$ cat src/rtl/i2c_sb_pkg.sv
// Shared constants for the I2C hard-IP system-bus register interface.
// Holds register offsets, CR1/CMDR command bits, SR bit indices, the sequencer
// state type and a small helper that forms a full system-bus address.
package i2c_sb_pkg;

  // Register offsets (low nibble of sbadr).
  localparam logic [3:0] OffCr1   = 4'h8;
  localparam logic [3:0] OffCmdr  = 4'h9;
  localparam logic [3:0] OffBrlsb = 4'hA;
  localparam logic [3:0] OffBrmsb = 4'hB;
  localparam logic [3:0] OffSr    = 4'hC;
  localparam logic [3:0] OffTxdr  = 4'hD;

  // CR1 bits.
  localparam logic [7:0] Cr1I2cEn = 8'h80;

  // CMDR bits.
  localparam logic [7:0] CmdrSta = 8'h80;
  localparam logic [7:0] CmdrSto = 8'h40;
  localparam logic [7:0] CmdrWr  = 8'h10;

  // SR bit indices.
  localparam int unsigned SrTip   = 7;
  localparam int unsigned SrBusy  = 6;
  localparam int unsigned SrRarc  = 5;
  localparam int unsigned SrTrrdy = 2;

  typedef enum logic [2:0] {
    StInit,
    StIdle,
    StSendAddr,
    StPoll,
    StLoad,
    StSendByte,
    StStop
  } seq_state_e;

  function automatic logic [7:0] sb_addr(input logic [3:0] base, input logic [3:0] off);
    return {base, off};
  endfunction

endpackage

$ cat src/rtl/sb_access.sv
// Single system-bus access engine with per-access timeout.
// A req_i pulse while idle launches one access; strobe, direction, address and
// write data are held from launch until the cycle sback_i is seen, and the
// strobe drops on the following cycle. ack_o pulses (with rdata_o valid) in that
// first idle cycle. If sback_i never arrives within TIMEOUT cycles the strobe is
// dropped and timeout_o pulses instead.
// Ports:
//   clk_i, rst_i           clock, asynchronous active-high reset
//   req_i/we_i/addr_i/wdata_i  access launch request and its parameters
//   ack_o/rdata_o/timeout_o    completion pulse, read data, timeout pulse
//   sbstb_o/sbrw_o/sbadr_o/sbdat_o  system-bus master outputs
//   sback_i/sbdat_i        system-bus acknowledge and read data
module sb_access #(
  parameter int unsigned TIMEOUT = 1024
) (
  input  logic       clk_i,
  input  logic       rst_i,
  input  logic       req_i,
  input  logic       we_i,
  input  logic [7:0] addr_i,
  input  logic [7:0] wdata_i,
  output logic       ack_o,
  output logic [7:0] rdata_o,
  output logic       timeout_o,
  output logic       sbstb_o,
  output logic       sbrw_o,
  output logic [7:0] sbadr_o,
  output logic [7:0] sbdat_o,
  input  logic       sback_i,
  input  logic [7:0] sbdat_i
);

  localparam int unsigned CntW = $clog2(TIMEOUT + 1);

  logic            stb_q, stb_d;
  logic            we_q, we_d;
  logic [7:0]      adr_q, adr_d;
  logic [7:0]      dat_q, dat_d;
  logic [7:0]      rdata_q, rdata_d;
  logic            ack_q, ack_d;
  logic            to_q, to_d;
  logic [CntW-1:0] cnt_q, cnt_d;

  always_comb begin
    stb_d   = stb_q;
    we_d    = we_q;
    adr_d   = adr_q;
    dat_d   = dat_q;
    rdata_d = rdata_q;
    cnt_d   = cnt_q;
    ack_d   = 1'b0;
    to_d    = 1'b0;
    if (!stb_q) begin
      if (req_i) begin
        stb_d = 1'b1;
        we_d  = we_i;
        adr_d = addr_i;
        dat_d = wdata_i;
        cnt_d = '0;
      end
    end else if (sback_i) begin
      stb_d = 1'b0;
      ack_d = 1'b1;
      if (!we_q) begin
        rdata_d = sbdat_i;
      end
    end else if (cnt_q == CntW'(TIMEOUT - 1)) begin
      stb_d = 1'b0;
      to_d  = 1'b1;
    end else begin
      cnt_d = cnt_q + 1'b1;
    end
  end

  always_ff @(posedge clk_i or posedge rst_i) begin
    if (rst_i) begin
      stb_q   <= 1'b0;
      we_q    <= 1'b0;
      adr_q   <= '0;
      dat_q   <= '0;
      rdata_q <= '0;
      cnt_q   <= '0;
      ack_q   <= 1'b0;
      to_q    <= 1'b0;
    end else begin
      stb_q   <= stb_d;
      we_q    <= we_d;
      adr_q   <= adr_d;
      dat_q   <= dat_d;
      rdata_q <= rdata_d;
      cnt_q   <= cnt_d;
      ack_q   <= ack_d;
      to_q    <= to_d;
    end
  end

  assign ack_o     = ack_q;
  assign rdata_o   = rdata_q;
  assign timeout_o = to_q;
  assign sbstb_o   = stb_q;
  assign sbrw_o    = we_q;
  assign sbadr_o   = adr_q;
  assign sbdat_o   = dat_q;

endmodule

$ cat src/rtl/i2c_write_sequencer.sv
// I2C write-transaction sequencer driving a hard I2C IP over its system bus.
// After reset it programs the baud prescaler and enables the core, then accepts
// write commands (7-bit slave address + 0..15 payload bytes), issues START+addr,
// streams payload bytes, and finishes with STOP, reporting NACK or timeout.
// Ports:
//   clk_i, rst_i                   clock, asynchronous active-high reset
//   cmd_valid_i/cmd_ready_o        command handshake; cmd_addr_i, cmd_len_i
//   wr_data_i/wr_valid_i/wr_ready_o  payload byte stream
//   done_o                         one-cycle pulse at transaction end
//   nack_o, timeout_o              status of last transaction
//   busy_o                         high outside IDLE
//   sbrw_o/sbstb_o/sbadr_o/sbdat_to_peripheral_o  system-bus master
//   sbdat_from_peripheral_i/sback_i               system-bus response
module i2c_write_sequencer
  import i2c_sb_pkg::*;
#(
  parameter logic [3:0]  BUS_ADDR74 = 4'b0001,
  parameter logic [9:0]  PRESCALE   = 10'd30,
  parameter int unsigned TIMEOUT    = 1024
) (
  input  logic       clk_i,
  input  logic       rst_i,
  input  logic       cmd_valid_i,
  output logic       cmd_ready_o,
  input  logic [6:0] cmd_addr_i,
  input  logic [3:0] cmd_len_i,
  input  logic [7:0] wr_data_i,
  input  logic       wr_valid_i,
  output logic       wr_ready_o,
  output logic       done_o,
  output logic       nack_o,
  output logic       timeout_o,
  output logic       busy_o,
  output logic       sbrw_o,
  output logic       sbstb_o,
  output logic [7:0] sbadr_o,
  output logic [7:0] sbdat_to_peripheral_o,
  input  logic [7:0] sbdat_from_peripheral_i,
  input  logic       sback_i
);

  seq_state_e state_q, state_d;
  logic [1:0] step_q, step_d;      // access index within the current state
  logic       issued_q, issued_d;  // current step's access is in flight
  logic [6:0] addr_q, addr_d;
  logic [3:0] left_q, left_d;      // payload bytes still to send
  logic [7:0] byte_q, byte_d;
  logic       nack_q, nack_d;
  logic       to_q, to_d;
  logic       done_q, done_d;

  logic       acc_req;
  logic       acc_we;
  logic [3:0] acc_off;
  logic [7:0] acc_wdata;
  logic       acc_ack;
  logic       acc_to;
  logic [7:0] acc_rdata;
  logic       unused_sr;

  assign unused_sr = ^{acc_rdata[4:3], acc_rdata[1:0]};

  sb_access #(
    .TIMEOUT(TIMEOUT)
  ) u_sb_access (
    .clk_i    (clk_i),
    .rst_i    (rst_i),
    .req_i    (acc_req),
    .we_i     (acc_we),
    .addr_i   (sb_addr(BUS_ADDR74, acc_off)),
    .wdata_i  (acc_wdata),
    .ack_o    (acc_ack),
    .rdata_o  (acc_rdata),
    .timeout_o(acc_to),
    .sbstb_o  (sbstb_o),
    .sbrw_o   (sbrw_o),
    .sbadr_o  (sbadr_o),
    .sbdat_o  (sbdat_to_peripheral_o),
    .sback_i  (sback_i),
    .sbdat_i  (sbdat_from_peripheral_i)
  );

  // State register.
  always_ff @(posedge clk_i or posedge rst_i) begin
    if (rst_i) begin
      state_q  <= StInit;
      step_q   <= '0;
      issued_q <= 1'b0;
      addr_q   <= '0;
      left_q   <= '0;
      byte_q   <= '0;
      nack_q   <= 1'b0;
      to_q     <= 1'b0;
      done_q   <= 1'b0;
    end else begin
      state_q  <= state_d;
      step_q   <= step_d;
      issued_q <= issued_d;
      addr_q   <= addr_d;
      left_q   <= left_d;
      byte_q   <= byte_d;
      nack_q   <= nack_d;
      to_q     <= to_d;
      done_q   <= done_d;
    end
  end

  // Next-state logic.
  always_comb begin
    state_d  = state_q;
    step_d   = step_q;
    issued_d = issued_q;
    addr_d   = addr_q;
    left_d   = left_q;
    byte_d   = byte_q;
    nack_d   = nack_q;
    to_d     = to_q;
    done_d   = 1'b0;
    if (acc_req) begin
      issued_d = 1'b1;
    end
    unique case (state_q)
      StInit: begin
        // A dead bus during init is not reported; the sequence just moves on.
        if (acc_ack || acc_to) begin
          issued_d = 1'b0;
          if (step_q == 2'd2) begin
            state_d = StIdle;
            step_d  = '0;
          end else begin
            step_d = step_q + 2'd1;
          end
        end
      end
      StIdle: begin
        if (cmd_valid_i) begin
          addr_d   = cmd_addr_i;
          left_d   = cmd_len_i;
          nack_d   = 1'b0;
          to_d     = 1'b0;
          state_d  = StSendAddr;
          step_d   = '0;
          issued_d = 1'b0;
        end
      end
      StSendAddr, StSendByte: begin
        if (acc_to) begin
          to_d     = 1'b1;
          issued_d = 1'b0;
          state_d  = StStop;
          step_d   = '0;
        end else if (acc_ack) begin
          issued_d = 1'b0;
          if (step_q == 2'd0) begin
            step_d = 2'd1;
          end else begin
            state_d = StPoll;
            step_d  = '0;
          end
        end
      end
      StPoll: begin
        if (acc_to) begin
          to_d     = 1'b1;
          issued_d = 1'b0;
          state_d  = StStop;
          step_d   = '0;
        end else if (acc_ack) begin
          issued_d = 1'b0;
          if (acc_rdata[SrRarc]) begin
            nack_d  = 1'b1;
            state_d = StStop;
            step_d  = '0;
          end else if (acc_rdata[SrTrrdy] || !acc_rdata[SrTip]) begin
            state_d = (left_q != 4'd0) ? StLoad : StStop;
            step_d  = '0;
          end
          // Otherwise stay and re-read SR.
        end
      end
      StLoad: begin
        // No timeout here: a stalled producer simply holds the bus.
        if (wr_valid_i) begin
          byte_d  = wr_data_i;
          left_d  = left_q - 4'd1;
          state_d = StSendByte;
          step_d  = '0;
        end
      end
      StStop: begin
        if (acc_to) begin
          // Second timeout: give up on the bus and return straight to IDLE.
          to_d     = 1'b1;
          issued_d = 1'b0;
          state_d  = StIdle;
          step_d   = '0;
          done_d   = 1'b1;
        end else if (acc_ack) begin
          issued_d = 1'b0;
          if (step_q == 2'd0) begin
            step_d = 2'd1;
          end else if (!acc_rdata[SrBusy]) begin
            state_d = StIdle;
            step_d  = '0;
            done_d  = 1'b1;
          end
        end
      end
      default: begin
        state_d = StInit;
        step_d  = '0;
      end
    endcase
  end

  // Output logic: the access request for the current step plus handshakes.
  always_comb begin
    acc_req   = 1'b0;
    acc_we    = 1'b1;
    acc_off   = OffCr1;
    acc_wdata = 8'h00;
    unique case (state_q)
      StInit: begin
        acc_req = !issued_q;
        if (step_q == 2'd0) begin
          acc_off   = OffBrlsb;
          acc_wdata = PRESCALE[7:0];
        end else if (step_q == 2'd1) begin
          acc_off   = OffBrmsb;
          acc_wdata = {6'b0, PRESCALE[9:8]};
        end else begin
          acc_off   = OffCr1;
          acc_wdata = Cr1I2cEn;
        end
      end
      StSendAddr: begin
        acc_req = !issued_q;
        if (step_q == 2'd0) begin
          acc_off   = OffTxdr;
          acc_wdata = {addr_q, 1'b0};
        end else begin
          acc_off   = OffCmdr;
          acc_wdata = CmdrSta | CmdrWr;
        end
      end
      StSendByte: begin
        acc_req = !issued_q;
        if (step_q == 2'd0) begin
          acc_off   = OffTxdr;
          acc_wdata = byte_q;
        end else begin
          acc_off   = OffCmdr;
          acc_wdata = CmdrWr;
        end
      end
      StPoll: begin
        acc_req = !issued_q;
        acc_we  = 1'b0;
        acc_off = OffSr;
      end
      StStop: begin
        acc_req = !issued_q;
        if (step_q == 2'd0) begin
          acc_off   = OffCmdr;
          acc_wdata = CmdrSto;
        end else begin
          acc_we  = 1'b0;
          acc_off = OffSr;
        end
      end
      default: begin
        acc_req = 1'b0;
      end
    endcase
    cmd_ready_o = (state_q == StIdle);
    wr_ready_o  = (state_q == StLoad);
    busy_o      = (state_q != StIdle);
  end

  assign done_o    = done_q;
  assign nack_o    = nack_q;
  assign timeout_o = to_q;

endmodule

$ cat config.mk
export PLATFORM = sky130hd
export DESIGN_NAME = i2c_write_sequencer
export DESIGN_NICKNAME = d
export VERILOG_FILES = /design/src/rtl/i2c_sb_pkg.sv /design/src/rtl/sb_access.sv /design/src/rtl/i2c_write_sequencer.sv
export SDC_FILE = /design/constraint.sdc
export NUM_CORES = 1
export LEC_CHECK = 0
export ABC_AREA = 0
export BUFFER_PORTS_ARGS = -buffer_cell sky130_fd_sc_hd__buf_4
export CAP_MARGIN = 40
export CORE_UTILIZATION = 40
export CTS_CLUSTER_DIAMETER = 150
export DETAILED_ROUTE_END_ITERATION = 6
export PLACE_DENSITY = 0.66
export SLEW_MARGIN = 20
export SYNTH_ARGS = -nofsm -noshare
export SYNTH_HDL_FRONTEND = slang
export SYNTH_SLANG_ARGS = --single-unit
$ cat constraint.sdc
create_clock -name clk_i -period 1.7 [get_ports clk_i]
set_input_delay 0.085 -clock clk_i [delete_from_list [all_inputs] [get_ports clk_i]]
set_output_delay 0.085 -clock clk_i [all_outputs]
set_load 0.1 [all_outputs]
# Word-level counts from Yosys, hierarchy flattened

Index checks and enable logic that the tools add are counted.

Bits in registers: 64

$add $sub $neg: 3
Eq/ne operators: 28
Multiplexer cells: 81
Bitwise logic cells: 2
Reduce and logical (&&, ||, !) cells: 24

Operators with widths:

| kind                    | number |
|---|---|
| $mux W3                 | 17 |
| $mux W11                | 4 |
| $mux W2                 | 17 |
| $mux W8                 | 4 |
| $pmux W8 S4             | 1 |
| $mux W1                 | 27 |
| $pmux W3 S6             | 1 |
| $ne A2 B2 Y1 const B    | 7 |
| $ne A3 B1 Y1 const B    | 4 |
| $pmux W2 S6             | 1 |
| $pmux W3 S4             | 1 |
| $reduce_and A3 Y1       | 4 |
| $add A11 B1 Y11 const B | 1 |
| $eq A11 B10 Y1 const B  | 1 |
| $reduce_and A11 Y1      | 1 |
| $eq A3 B3 Y1 const B    | 3 |
| $mux W4                 | 2 |
| $pmux W4 S2             | 1 |
| $reduce_and A8 Y1       | 1 |
| $reduce_bool A2 Y1      | 4 |
| $mux W7                 | 1 |
| $eq A3 B2 Y1 const B    | 2 |
| $ne A2 B1 Y1 const B    | 3 |
| $ne A3 B2 Y1 const B    | 2 |
| other kinds (21)        | 28 |

# Logic depth before layout (Yosys ltp)

Gate-level depths: netlist of the first run.

Depth in word-level cells: 7
Depth in mapped cells: 7

# Cells and area by module

A second synthesis of the first run with hierarchy kept.

Cells, all modules: 370
Area total of the unflattened synthesis: 3,474.6 µm²

Modules (own cells, without submodules):

| module              | instances | cells an instance | area an instance (µm²) |
|---|---|---|---|
| i2c_write_sequencer | 1         | 210               | 1,815.5 |
| sb_access           | 1         | 160               | 1,659.1 |

# Least setup slack after synthesis of the first run

No wires, ideal clock.

Path type: register to register
From: register state_q[1]
To: register left_q[2]
Library setup time: 77 ps
Arrival: 2,547 ps
Data required time: 1,623 ps
Setup slack: -925 ps
Stages on the path, launching flop included: 6
Buffers on the path: 0
Period minus slack after synthesis: 2,625 ps
Cell sequence: dfrtp_1 nor3b_2 nand2_2 nand2_2 o22ai_1 a21oi_1

Longest elaborated chain between the ends: 3
Elaborated cells between the ends (all ways): 7
Those cells by class: eq/ne: 4; mux: 1; reduce/logical: 2

Ends and longest elaborated chain:

| item                                                                | line                       | text |
|---|---|---|
| start: declaration                                                  | i2c_write_sequencer.sv:42  | `seq_state_e state_q, state_d;` |
| start signal: assignment                                            | i2c_write_sequencer.sv:86  | `state_q <= StInit;` |
| start signal: assignment                                            | i2c_write_sequencer.sv:96  | `state_q <= state_d;` |
| $eq A3 B3 Y1 (*)                                                    | n/a                        |  |
| via wr_ready_o                                                      | i2c_write_sequencer.sv:29  | `output logic wr_ready_o,` |
| $ne A2 B2 Y1 (no source line) or $reduce_bool A2 Y1 (tied branches) | n/a                        |  |
| $reduce_and A3 Y1 (no source line)                                  | n/a                        |  |
| end signal: assignment                                              | i2c_write_sequencer.sv:100 | `left_q <= left_d;` |
| end: declaration                                                    | i2c_write_sequencer.sv:46  | `logic [3:0] left_q, left_d;` |

Mark *: on every way through the listed nets, which the timed path passes. The rest lies on a longest branch.
A chain may end at the register's enable or synchronous reset.

# Worst setup path in the final report of the first run

From: register state_q[1]
To: output port cmd_ready_o

Longest elaborated chain between the ends: 1

Ends and longest elaborated chain:

| item             | line                       | text |
|---|---|---|
| $eq A3 B1 Y1     | i2c_write_sequencer.sv:275 | `cmd_ready_o = (state_q == StIdle);` |
| end: declaration | i2c_write_sequencer.sv:24  | `output logic cmd_ready_o,` |

Every way passes these cells.

==> results.txt, run 1 <==
----------------------------------------------------
[GRT]
  Met3 track demand over resource in global routing ... just under 6%
  Largest net degree at the start of global routing ... 25
  Layer with the highest usage ... met2
  Total overflow reported by the global router ... 0
  Vias in the first global route ... around 2,700
  Wire length of the first global-routing pass ... 12,900 um
  Met2 Resource Use GR ... a little over a third
  Number of antenna violations at the first check in global routing ... 0
  Global-route usage over all layers ... between 20% and 30%
  GRT met1 Usage ... between 20% and 30%

[Synth]
  Synth Warn # ... 0
  Post-synthesis cell type with the largest combined area ... dfrtp_1
  Area of the mapped netlist ... around 3000 sq um
  Most used DFF post-synth ... dfrtp_1
  Portion of the post-synthesis area used by sequential elements ... 48.4%
  Most instantiated cells after synthesis ... 81 x nand2_1, 59 x dfrtp_1, 18 x o21ai_0, 16 x a21oi_1, 15 x nor2_1
  Synth Area per Inst ... 9.08 sq um
  Ys async rst share ... 100%
  Distinct cell type count after synthesis ... 57
  Synthesized netlist cell count ... between 300 and 400
  Proportion of netlist area held by the largest area contributor ... 48.4%
  Number of enable-type register cells in the synthesized netlist ... 0
  Largest cells by area after synthesis ... dfrtp_1 48%, nand2_1 10%, o21ai_0 3.0%
  Most repeated cell in the gate-level netlist after synthesis ... nand2_1
  Post-synthesis register bit count ... 59

[Pwr]
  Leakage component of the power ... 1.99 nW
  Switching fraction of total power ... a little under half
  Power share of the combinational group ... 52.8%
  Final Total Pwr ... 0.00835 W
  Part of the total power dissipated in sequential elements ... between 20% and 30%
  Maximum vdd ir drop ... 0.00110 V
  Net switching power of the design ... between 0.003 and 0.004 W
  Cell Pwr Density ... 1990 nW/um^2
  Clock network fraction of design power ... 19.2%
  Design internal power ... around 0.0045 W

[Finish]
  Layout Cells excl Fill ... around 530
  Antenna Cells ... 0
  Core occupancy in the finished layout ... around 57%
  Post-layout net count ... roughly 460
  Share of layout cells above drive strength 1 ... 28.0%
  Number of fillers in the final layout ... around 660
  Area Growth Syn to Fin ... 37.9%

[Worst setup path]
  Largest driver fanout on the critical path ... 6
  Crit path capture ... cmd_ready_o
  Required time reported for the critical path endpoint ... approximately 1600 ps
  Worst R2R Start ... state_q[1]$_DFFE_PP0P_
  Kind of start point of the critical path ... register
  Flop-to-flop setup slack ... about 80 ps
  Worst setup path startpoint ... state_q[1]$_DFFE_PP0P_
  Number of cells traversed by the worst register-to-register path ... 6
  Worst Path Class, Setup ... reg2out
  Element type at the critical path end ... output pin
  Reg2Reg Capture Point ... state_q[0]$_DFFE_PP0P_
  Signal arrival time at the worst endpoint ... around 1600 ps

[Floorplan]
  Placeable core area ... between 7000 and 8000 sq um
  Effective utilization at floorplan ... a little over two fifths
  Count of pins on the block boundary ... 56
  Overall die height ... 89.3 um
  Area of the die ... ~8000 sq um
  Number of standard-cell rows in the floorplan ... 31
  Floorplan die width ... 89.3 um

[Placed design]
  Dpl hpwl ... approximately 5500 um
  Count of buffers inserted at the top-level ports ... 48
  GP Congestion ... 0.914
  Placed cells ... approximately 500
  Minimum setup slack after placement ... around 28 ps

[Timing]
  Final period util ... 97.3%
  Pins Over Slew Limit ... 0
  Unrepaired setup endpoints after global routing ... true
  Final critical-path required period ... 1650 ps
  Fmax ... a little over 600 MHz
  Slack of the critical path ... approximately 47 ps
  Clock tree skew after final layout ... roughly 8.4 ps
  Total count of hold-check failures in the final report ... 0
  Setup Viol. Count Final ... 0

[CTS]
  Clock tree from TritonCTS ... done
  Clock sinks ... between 50 and 60
  CTS Root Cell ... clkbuf_8
  Number of clock buffers inserted by TritonCTS ... 9
  Clock latency at the later pin of the worst-skew pair ... about 350 ps
  Clock-pin slew reported for the worst setup and hold paths after clock tree synthesis ... roughly 70 ps
  CTS H-tree lvls ... 3
  Maximum root-to-sink buffer count ... 2

[Detailed routing]
  Routed WL per cell ... 14.7 um
  Total Routed Length ... around 7800 um
  Antenna Violating Nets Remaining ... 0
  Number of detailed-route iterations in the first pass ... 5
  Remaining routing DRC violations ... 0
  Drt initial violations ... 167
  Vias/cell ... about 5.2
  Number of vias after detailed routing ... around 2,800

[Hold path]
  Hold Path Depth ... 2
  Hold Crit Class ... in2reg

[Job]
  Max cap viols ... 0

[Status]
  Outcome ... completed

----------------------------------------------------
kinds of logic after synthesis:
logic type | after synthesis | synth area share, %
other | 1 | 0.123
adder cells (fa/ha/maj) | 2 | 0.820
AND/OR/NAND/NOR | 155 | 24.8
multiplexers | 8 | 2.83
buffers and inverters | 28 | 4.55
AO/OA/AOI/OAI | 78 | 17.0
flip-flops | 59 | 48.4
XOR/XNOR | 5 | 1.44
worst min-delay path by stage:
stage,from,to,slack (ps)
6_report,cmd_len_i[1],left_q[1]$_DFFE_PP0P_,30
5_1_grt,cmd_len_i[1],left_q[1]$_DFFE_PP0P_,30
2_1_floorplan,cmd_addr_i[0],addr_q[0]$_DFFE_PP0P_,190
3_3_place_gp,rst_i,done_o$_DFF_PP0_,110
3_5_place_dp,rst_i,done_o$_DFF_PP0_,120
4_1_cts,cmd_len_i[1],left_q[1]$_DFFE_PP0P_,10
cell type report:
cell class	instances	area [sq um]	area share (%)
tap	99	124	2.95
timing repair buffer	96	818	19.5
multi-input combinational	251	1490	35.5
sequential	59	1480	35.2
clock inverter	7	125	2.98
clock buffer	9	124	2.95
inverter	10	41.3	0.982
flip-flops by register name, indices dropped and copies added, names as in the netlist:
signal	count
addr_q	7
byte_q	8
done_o	1
issued_q	1
left_q	4
nack_o	1
state_q	3
step_q	2
timeout_o	1
u_sb_access.ack_o	1
u_sb_access.cnt_q	11
u_sb_access.rdata_o	4
u_sb_access.sbadr_o	4
u_sb_access.sbdat_o	8
u_sb_access.sbrw_o	1
u_sb_access.sbstb_o	1
u_sb_access.timeout_o	1
layer usage:
metal / vias up / routed length (um)
met5: - / 0
met4: 0 / 139
met3: 15 / 364
met2: 89 / 3770
met1: 1319 / 3520
li1: 1360 / -
worst max-delay path, stage by stage, from the launching register on:
cell	delay (ps)
dfrtp_2	450
buf_4	160
and2b_1	240
nand2_4	90
clkinvlp_4	90
buf_8	190
power groups by stage:
stage	clock network (W)	logic, W	registers [W]
2_1_floorplan	0	0.00219	0.00313
3_3_place_gp	0	0.00406	0.00234
3_5_place_dp	0	0.00412	0.00235
4_1_cts	0.00164	0.00422	0.00234
5_1_grt	0.00169	0.00476	0.00241
6_report	0.00160	0.00441	0.00234
cells in the final DEF (no fill, tap or decap), drive strengths merged, types with 3 or more instances in the layout:
cell         Yosys  layout
clkbuf           4       9
a21oi           16      16
nand2           83      83
nor2            16      16
mux2             5       5
clkinv           0       3
o21ai           25      25
mux2i            3       3
o31ai            3       3
nor3b            5       5
conb             1       3
o21a             4       4
o211ai           7       7
buf             14      76
inv             10      10
o22ai            4       4
nor3            13      13
dlygate4sd3      0      20
bufinv           0       3
nand2b           9       9
nand4            4       4
a22oi            4       4
xnor2            3       3
dfrtp           59      59
nand3           10      10
timing repair:
item	CTS	global route
cloned	0	0
hold buffers	20	0
resized for setup	8	9
endpoints found under the setup margin	3	25
buffers inserted	0	3
pin swaps	0	1
hold endpoints to repair	34	0
stage by stage:
| stage | setup TNS [ps] | cell area (sq um) | hold WS (ps) |
|---|---|---|---|
| after detailed placement | 0 | 3660 | 116 |
| after floorplan | -5810 | 3080 | 190 |
| after CTS | 0 | 4140 | 11.1 |
| after global placement | 0 | 3660 | 112 |
| final | 0 | 4210 | 27.7 |
| after global routing | -44.8 | 4210 | 26.9 |
Power figures use the tool's default switching activity.
==> inputs of run 2 (changes only) <==
--- a/config.mk
+++ b/config.mk
@@ -11,6 +11,7 @@
 export CORE_UTILIZATION = 40
 export CTS_CLUSTER_DIAMETER = 150
 export DETAILED_ROUTE_END_ITERATION = 6
+export MAX_ROUTING_LAYER = met4
 export PLACE_DENSITY = 0.66
 export SLEW_MARGIN = 20
 export SYNTH_ARGS = -nofsm -noshare
==> run 2 against run 1 <==
  * Final cell count unchanged
  * Worst setup slack got worse by 7.1 ps
  * Critical path depth stayed put
  * Design area decreased by 1.3%
  * Global-route usage up 0.29 points
  * Clock power is 21% lower
  * Routed wire length is 2.9% lower
  * Power shrank 4.1%
  * Sequential share of layout area rose by 0.48 points
  * Register-to-register slack barely moved
  * Critical path type unchanged
  * Critical endpoint unchanged
==> results.txt, run 2 (synthesis gave the netlist of run 1 again) <==
----------------------------------------------------
[Detailed routing]
  Routed WL per cell ... 14.3 um (-2.9%)
  Total Routed Length ... 7570 um (-2.9%)
  Drt initial violations ... 227 (+36%)
  Number of detailed-route iterations in the first pass ... 5 (unchanged)
  Number of vias after detailed routing ... 2,839 (+2.0%)
  Vias/cell ... 5.35 (+2.0%)
  Remaining routing DRC violations ... 0 (unchanged)
  Antenna Violating Nets Remaining ... 0 (unchanged)

[Finish]
  Antenna Cells ... 0 (unchanged)
  Top reg by flops ... u_sb_access.cnt_q
  Most used cells in the layout excluding fill and tap cells ... 80 x nand2_1, 69 x buf_4, 56 x dfrtp_1
  Footprint of the flip-flops and latches ... 1480 sq um (unchanged)
  Post-layout net count ... 461 (unchanged)
  Number of fillers in the final layout ... 665 (+0.91%)
  Largest register FFs ... 11 (unchanged)
  Area Growth Syn to Fin ... 36.0%
  Share of layout cells above drive strength 1 ... 27.3% (-0.69 points)
  Layout Cells excl Fill ... 531 (unchanged)
  Most frequent standard cell in the layout excluding fill and tap cells ... nand2_1
  Multi-input gate area in the final layout ... 1490 sq um (-0.25%)

[Timing]
  Final period util ... 97.7% (+0.42 points)
  Fmax ... 602 MHz (-0.43%)
  Setup Viol. Count Final ... 0 (unchanged)
  Pins Over Slew Limit ... 0 (unchanged)
  Clock tree skew after final layout ... 5.46 ps (-2.92 ps)
  Unrepaired setup endpoints after global routing ... true
  Total count of hold-check failures in the final report ... 0 (unchanged)
  Final critical-path required period ... 1660 ps (+7.08 ps)
  Worst slack on hold paths ... 34.7 ps (+7.00 ps)

[Job]
  Max cap viols ... 0 (unchanged)

[Hold path]
  Hold Path Depth ... 2 (unchanged)
  Hold path startpoint ... sback_i
  Hold Crit Class ... in2reg
  Endpoint with the worst hold slack ... u_sb_access.ack_o$_DFF_PP0_

[CTS]
  Clock tree from TritonCTS ... done
  Maximum root-to-sink buffer count ... 2 (unchanged)
  Clock sinks ... 59 (unchanged)
  Clock latency at the later pin of the worst-skew pair ... 340 ps (about the same)
  Clock-pin slew reported for the worst setup and hold paths after clock tree synthesis ... 60 ps (about the same)
  Number of clock buffers inserted by TritonCTS ... 9 (unchanged)
  CTS Root Cell ... clkbuf_8
  CTS H-tree lvls ... 3 (unchanged)

[Worst setup path]
  Element type at the critical path end ... output pin
  Flop-to-flop setup slack ... 70 ps (about the same)
  Critical path's slowest cell ... dfrtp_2
  Reg2Reg Capture Point ... step_q[0]$_DFFE_PP0P_
  Critical path cell sequence ... buf_8, and2b_2, nand2_4, clkinvlp_4, buf_12
  Kind of start point of the critical path ... register
  Largest driver fanout on the critical path ... 16 (+10)
  Kind of cell adding the most delay to the critical path ... buffers and inverters
  Total buffers and inverters traversed by the critical path ... 3 (unchanged)
  Worst Path Class, Setup ... reg2out
  Number of cells traversed by the worst register-to-register path ... 6 (unchanged)
  Highest cell delay on the worst timing path ... 430 ps (-20 ps)
  Required time reported for the critical path endpoint ... 1620 ps (about the same)
  Worst R2R Start ... state_q[1]$_DFFE_PP0P_
  Worst setup path startpoint ... state_q[1]$_DFFE_PP0P_
  Signal arrival time at the worst endpoint ... 1580 ps (about the same)

[Floorplan]
  Floorplan die width ... 89.3 um (unchanged)
  Overall die height ... 89.3 um (unchanged)
  Area of the die ... 7980 sq um (unchanged)
  Number of standard-cell rows in the floorplan ... 31 (unchanged)
  Placeable core area ... 7330 sq um (unchanged)
  Effective utilization at floorplan ... 41.6% (unchanged)
  Count of pins on the block boundary ... 56 (unchanged)

[Status]
  Outcome ... completed

[Pwr]
  Maximum vdd ir drop ... 0.000878 V (-20%)
  Leakage component of the power ... 1.95 nW (-1.7%)
  Cell Pwr Density ... 1930 nW/um^2 (-2.8%)

[GRT]
  Vias in the first global route ... 2,786 (+2.4%)
  Wire length of the first global-routing pass ... 12,900 um (+0.27%)
  Total overflow reported by the global router ... 0 (unchanged)
  Global-route usage over all layers ... 21.9% (+0.29 points)
  Largest net degree at the start of global routing ... 31 (+24%)
  Number of antenna violations at the first check in global routing ... 0 (unchanged)

[Placed design]
  Count of buffers inserted at the top-level ports ... 48 (unchanged)
  Placed cells ... 491 (-0.20%)
  Dpl hpwl ... 5440 um (-0.35%)
  GP Congestion ... 0.919 (+0.50%)

----------------------------------------------------
[run 2: changes by cell type in the layout (fill, tap and decap cells not counted), sizes merged]
cell	delta
clkbuf	+5
bufinv	-2
clkinv	-2
inv	-1
[run 2: cell type report]
class | instances | share of cell area, %
Sequential cell | 59 | 35.7
Clock inverter | 2 | 0.844
Multi-Input combinational cell | 251 | 35.9
Timing Repair Buffer | 96 | 19.9
Clock buffer | 14 | 3.68
Inverter | 10 | 0.995
Tap cell | 99 | 2.99
[run 2: power by group]
part	leakage (nW)	switching, W	internal (W)
Combinational	1.11	0.00282	0.00160
Clock	0.0947	0.000539	0.000718
Sequential	0.750	0.000423	0.00191
[run 2: worst register-to-register path: stages, from the launching register on]
cell	delay, ps
dfrtp_2	450
buf_4	150
and4bb_4	190
a22oi_4	190
o221ai_4	190
buf_6	160
a32o_1	190
[run 2: worst max-delay path by stage]
stage	slack, ps	cells after the start	to
after global routing	-40	5	cmd_ready_o
after floorplan	-420	5	step_q[1]$_DFFE_PP0P_
after CTS	-20	5	cmd_ready_o
final	40	5	cmd_ready_o
after detailed placement	4	6	u_sb_access.sbadr_o[2]$_DFFE_PP0P_
after global placement	40	6	u_sb_access.sbadr_o[2]$_DFFE_PP0P_
[run 2: timing repair]
item	in CTS	in global routing
hold buffers	20	0
setup endpoints to repair	4	18
hold endpoints to repair	33	0
buffers inserted	0	4
pin swaps	0	2
resized for setup	9	10
[run 2: layer usage]
metal	wire length, um	up-vias	global-route usage (%)
met5	0	-	-
li1	-	1370	-
met3	325	16	4.06
met2	3590	95	34.9
met1	3510	1358	27.8
met4	144	0	8.37
[run 2: per-stage QoR]
stage,power [W],instance area (sq um),setup TNS [ps],util (%),worst slack (ps)
6_report,0.00801,4150,0,56.6,39.5
5_1_grt,0.00853,4150,-57.8,56.6,-40.4
4_1_cts,0.00784,4070,-18.6,55.5,-18.6
3_5_place_dp,0.00646,3650,0,49.8,3.97
3_3_place_gp,0.00638,3650,0,49.8,40.1
2_1_floorplan,0.00532,3080,-5810,-,-419
